## config.mk

```make
export PLATFORM = sky130hd
export DESIGN_NAME = i2s_tx_multi
export DESIGN_NICKNAME = d
export VERILOG_FILES = /design/src/rtl/i2s_tx_multi.sv
export SDC_FILE = /design/constraint.sdc
export NUM_CORES = 1
export LEC_CHECK = 0
export CAP_MARGIN = 20
export CORE_ASPECT_RATIO = 0.5
export CORE_UTILIZATION = 49
export CTS_CLUSTER_DIAMETER = 200
export DETAILED_ROUTE_END_ITERATION = 7
export GPL_TIMING_DRIVEN = 0
export PLACE_DENSITY = 0.86
export SYNTH_ARGS = -nofsm -noshare
export SYNTH_HDL_FRONTEND = slang
export SYNTH_SLANG_ARGS = --single-unit
export TNS_END_PERCENT = 50
```

## constraint.sdc

```tcl
create_clock -name clk -period 1.7 [get_ports clk]
set_input_delay 0.17 -clock clk [delete_from_list [all_inputs] [get_ports clk]]
set_output_delay 0.17 -clock clk [all_outputs]
set_load 0.1 [all_outputs]
```

## src/rtl/i2s_tx_multi.sv

```systemverilog
// i2s_tx_multi: I2S / left-justified / TDM serial audio transmitter.
// Bit clock is divided down from clk; one frame of samples is accepted per
// handshake into a single holding register and copied to the shifter at the
// start of every frame.
module i2s_tx_multi #(
  parameter int unsigned DATA_W   = 24,
  parameter int unsigned SLOT_W   = 32,
  parameter int unsigned CHANNELS = 2,
  parameter int unsigned BCK_HALF = 2,
  parameter int unsigned MODE     = 1
) (
  input  logic                       clk,
  input  logic                       rst,
  input  logic [CHANNELS*DATA_W-1:0] s_data,
  input  logic                       s_valid,
  output logic                       s_ready,
  output logic                       bck,
  output logic                       ws,
  output logic                       sd,
  output logic                       frame_start,
  output logic                       underrun
);

  localparam int unsigned Frame     = CHANNELS * SLOT_W;
  localparam int unsigned FrameBits = CHANNELS * DATA_W;
  localparam int unsigned BcW       = $clog2(Frame);
  localparam int unsigned HcW       = (BCK_HALF > 1) ? $clog2(BCK_HALF) : 1;
  localparam int unsigned IdxW      = $clog2(FrameBits);

  localparam logic [BcW-1:0] BcLast  = BcW'(Frame - 1);
  localparam logic [HcW-1:0] HcLast  = HcW'(BCK_HALF - 1);
  // TDM frame sync in I2S mode sits on the last bit, which is where bc resets.
  localparam logic           WsReset = (CHANNELS > 2) && (MODE == 1);

  logic [HcW-1:0]       hc_q;
  logic [BcW-1:0]       bc_q, bc_d;
  logic                 bck_q, ws_q, ws_d, sd_q;
  logic                 frame_start_q, underrun_q, full_q;
  logic [FrameBits-1:0] hold_q, shift_q, shift_d;
  logic                 hc_end, tick, load, lj_new, lj_old;

  // Left-justified bit for bit position b of frame f (zero padding past DATA_W).
  function automatic logic lj_bit(input logic [BcW-1:0] b, input logic [FrameBits-1:0] f);
    int unsigned     pos, slot, p;
    logic [IdxW-1:0] idx;
    pos  = 32'(b);
    slot = pos / SLOT_W;
    p    = pos % SLOT_W;
    idx  = IdxW'(slot * DATA_W + DATA_W - 1 - p);
    lj_bit = (p < DATA_W) ? f[idx] : 1'b0;
  endfunction

  // Odd slots are the right channel in stereo framing.
  function automatic logic slot_odd(input logic [BcW-1:0] b);
    slot_odd = ((32'(b) / SLOT_W) % 2) == 1;
  endfunction

  // Divider decode and the state the serial outputs take on the next tick.
  always_comb begin
    hc_end  = (hc_q == HcLast);
    tick    = hc_end && bck_q;
    load    = tick && (bc_q == BcLast);
    bc_d    = load ? '0 : bc_q + 1'b1;
    shift_d = shift_q;
    if (load) begin
      shift_d = full_q ? hold_q : '0;
    end
    lj_new = lj_bit(bc_d, shift_d);
    // Bit being shown now; becomes the I2S output one tick later.
    lj_old = lj_bit(bc_q, shift_q);
    if (CHANNELS == 2) begin
      ws_d = slot_odd(bc_d);
    end else if (MODE == 0) begin
      ws_d = (bc_d == '0);
    end else begin
      ws_d = (bc_d == BcLast);
    end
  end

  // Divider, bit counter, serial outputs, holding register and status pulses.
  always_ff @(posedge clk) begin
    if (rst) begin
      hc_q          <= '0;
      bc_q          <= BcLast;
      bck_q         <= 1'b0;
      ws_q          <= WsReset;
      sd_q          <= 1'b0;
      frame_start_q <= 1'b0;
      underrun_q    <= 1'b0;
      full_q        <= 1'b0;
      hold_q        <= '0;
      shift_q       <= '0;
    end else begin
      frame_start_q <= load;
      underrun_q    <= load && !full_q;
      hc_q          <= hc_end ? '0 : hc_q + 1'b1;
      if (hc_end) begin
        bck_q <= !bck_q;
      end
      if (tick) begin
        bc_q    <= bc_d;
        shift_q <= shift_d;
        sd_q    <= (MODE == 0) ? lj_new : lj_old;
        ws_q    <= ws_d;
      end
      // A load only clears a full register and a write only fills an empty
      // one, so the two never collide; a write on the load edge waits a frame.
      if (load && full_q) begin
        full_q <= 1'b0;
      end else if (s_valid && !full_q) begin
        full_q <= 1'b1;
        hold_q <= s_data;
      end
    end
  end

  assign s_ready     = !full_q;
  assign bck         = bck_q;
  assign ws          = ws_q;
  assign sd          = sd_q;
  assign frame_start = frame_start_q;
  assign underrun    = underrun_q;

endmodule

```

==> results_dict.tcl <==
set metrics [dict create \
    status "finished with violations" \
    violations "negative setup slack" \
    swShare_pct 25.83 \
    grt_pass1_vias 3936 \
    cp.required_ps 1940 \
    vias 4052 \
    finalCritPeriodShare_pct 104.2 \
    fin_nets 656 \
    worstHoldStart "s_data[7]" \
    path_clk_slew_ps 70 \
    cts-root-buf "clkbuf_16" \
    syn_area_um2 4487 \
    h-tree-depth 3 \
    rows 24 \
    rsz0062_at_grt "yes" \
    crit_family "compound AO/OA/AOI/OAI gates" \
    placed_area_um2 5204 \
    finalHoldViolCount 0 \
    final_core_util_pct 65.36 \
    worst-path-buf-inv 3 \
    clock_path_buffers 2 \
    gp_congestion 0.9124 \
    p_leak_nw 2.026 \
    die_h_um 69.67 \
    holdWs_ps 361.5 \
    worstRegToRegCells 8 \
    avgViaCountPerCell 5.628 \
    synth_cells 531 \
    grt_usage_pct 26.01 \
    routed_wl_um 11720 \
    drc_errors 0 \
    drt_iter0_markers 355 \
    grt_overflow 0 \
    synth_seq_cells 109 \
    start_kind "flop" \
    drive_gt1_share_pct 16.75 \
    synth_edf_count 0 \
    synth_flop_cell "dfxtp_1" \
    cp_slowest_cell "dfxtp_2" \
    ios 57 \
    crit_chain "inv_4, ha_4, buf_8, mux4_2, inv_1, nand2_1, a221oi_2, a21oi_1" \
    cp.arrival_ps 2010 \
    internal_power_mw 4.111 \
    holdBufCountCts 0 \
    maxCapViolations 0 \
    design_area_um2 5751 \
    period_minus_slack_ps 1771 \
    critPathMaxFanout 5 \
    dp_hpwl_um 7438 \
    rr_endpoint "sd" \
    grt_max_degree 20 \
    vdd_ir_drop_max_mv 0.6275 \
    pwr-share-clk_pct 36.1 \
    start_util_pct 51.00 \
    setup_ws_ps -71.11 \
    async_flop_share_pct 0 \
    postSynthAreaPerCell_um2 8.450 \
    io_buffers 56 \
    cts_tree "built" \
    p_seq_share_pct 48.9 \
    seq_area_frac_synth_pct 48.63 \
    final_antenna_net_count 0 \
    relSlewSlack_pct 36.42 \
    setup_violations 9 \
    antenna_found_initial 0 \
    cts_inserted_buffers 9 \
    worst-setup-path-type "flop to flop" \
    dieArea_um2 9567 \
    power.total_mw 5.542 \
    drtPass1Iterations 8 \
    critPathLaunch "bc_q[5]" \
    die_w_um 137.3 \
    core-area_um2 8798 \
    hp-class "input pin to flop" \
    pwr-share-comb_pct 15.0 \
    power_density_nw_per_um2 963.8 \
    end_kind "flop" \
    tightest_slew_ps 957.4 \
    wire_per_inst_um 16.28 \
    synth_cell_types 34 \
    diodes 0 \
    finalMaxSlewViolations 0 \
    num-fill-cells 653 \
    reg_top3 "hold_q (48), shift_q (48), bc_q (6)" \
    p_sw_mw 1.431 \
    synth.net_count 587 \
    area_growth_pct 28.17 \
    regToRegStartpoint "bc_q[5]" \
    hold_path_end "hold_q[7]" \
    rrSetupSlack_ps -70 \
    clock_latency_ps 350 \
    yosysWarnings 0 \
    max_stage_delay_ps 360 \
    hold_path_depth 3 \
    grt_pass1_wl_um 19090 \
    clock_sinks 109 \
    max_freq_mhz 564.6 \
    finClkSkew_ps 7.459 \
]
==> cell usage after synthesis (2+ instances only) <==
library cell,instances,area (um^2)
nand3_1,42,210.2
nand2_1,154,578.1
xor2_1,3,26.28
inv_1,6,22.52
nor2b_1,4,25.02
buf_4,4,30.03
nor2_1,10,37.54
buf_6,2,22.52
mux4_2,10,225.2
nand3b_1,2,15.01
a21oi_1,91,455.4
dfxtp_1,109,2182
clkbuf_1,25,93.84
a211o_1,2,17.52
buf_2,10,50.05
a2111oi_0,4,35.03
nor3_1,3,15.01
xnor2_1,3,26.28
a21oi_2,10,87.58
ha_1,5,62.56
nand2b_1,2,12.51
mux2i_1,5,50.05
nand3_2,11,110.1
buf_1,3,11.26
and2_1,2,12.51
==> tightest hold or removal path, delay by kind of cell <==
family,cells,cell delay (ps)
AO/OA/AOI/OAI,1,50
buffers and inverters,1,400
AND/OR/NAND/NOR,1,50
==> power by group through the flow <==
| stage | logic, mW | registers [mW] | clock network (mW) |
|---|---|---|---|
| after CTS | 0.789 | 2.71 | 2.01 |
| final | 0.829 | 2.71 | 2.00 |
| after global placement | 0.666 | 2.76 | 0 |
| after global routing | 0.889 | 2.72 | 2.10 |
| after detailed placement | 0.683 | 2.76 | 0 |
| after floorplan | 0.401 | 2.78 | 0 |
==> worst max path at each step <==
stage          slack (ps)     endpoint  cells after the start
2_1_floorplan         -60           sd                      7
3_3_place_gp         -490    hold_q[2]                      5
3_5_place_dp         -490    hold_q[1]                      5
4_1_cts                 2           sd                      8
5_1_grt              -130  shift_q[46]                      9
6_report              -70           sd                      8
==> per-stage QoR <==
step                      std cells  TNS [ps]  worst slack, ps
after floorplan                 531    -420.9           -60.87
after global placement          704    -11040           -491.9
after detailed placement        704    -12550           -492.9
after CTS                       719         0            2.038
after global routing            720     -1694           -130.9
final                           720    -132.0           -71.11
==> cells by family after synthesis <==
logic type	after synthesis	share of synthesized area, %
DFF	109	48.63
AOI/OAI and AO/OA	112	14.14
buffers and inverters	51	5.466
muxes	15	6.135
xor gates and xnor gates	6	1.171
adders and majority gates	5	1.394
and+or+nand+nor	233	23.06
==> layer usage <==
layer	part of all wire (%)	vias to the layer above	GRT usage, %
li1	-	1932	-
met1	43	1902	32.91
met3	7.2	41	7.968
met2	47	177	40.18
met5	0	-	0
met4	2.8	0	12.94
==> repair_timing <==
action	4_1_cts	5_1_grt
pin swaps	7	6
setup endpoints to repair	67	58
buffers inserted	1	1
cloned	1	0
resized for setup	56	23
hold endpoints to repair	0	0
==> cell usage in the layout, fill, tap and decap left out, drive strengths merged, types with 2 or more instances in the layout <==
cell type      synthesis  routed
nand2b                 2       2
a21oi                101     101
and2                   2       2
clkdlybuf4s50          0      50
xor2                   3       3
clkdlybuf4s15          0       4
xnor2                  3       3
dfxtp                109     109
nor2b                  4       4
dlygate4sd2            0       2
mux4                  10      10
mux2i                  5       5
nand3                 53      53
ha                     5       5
a2111oi                4       4
nor2                  11      11
a211o                  2       2
buf                   20      21
nand2                154     154
nor3                   3       3
clkbuf                25      38
nand3b                 2       2
inv                    6       5
==> final cells by class <==
type / instances / area, um^2 / area share (%)
Multi-Input combinational cell: 371 / 2213 / 38.49
Inverter: 6 / 28.78 / 0.5004
Sequential cell: 109 / 2193 / 38.14
Clock inverter: 1 / 5.005 / 0.08703
Tap cell: 117 / 146.4 / 2.546
Timing Repair Buffer: 59 / 610.6 / 10.62
Buffer: 44 / 281.5 / 4.896
Clock buffer: 13 / 271.5 / 4.721
Power figures use the tool's default switching activity.
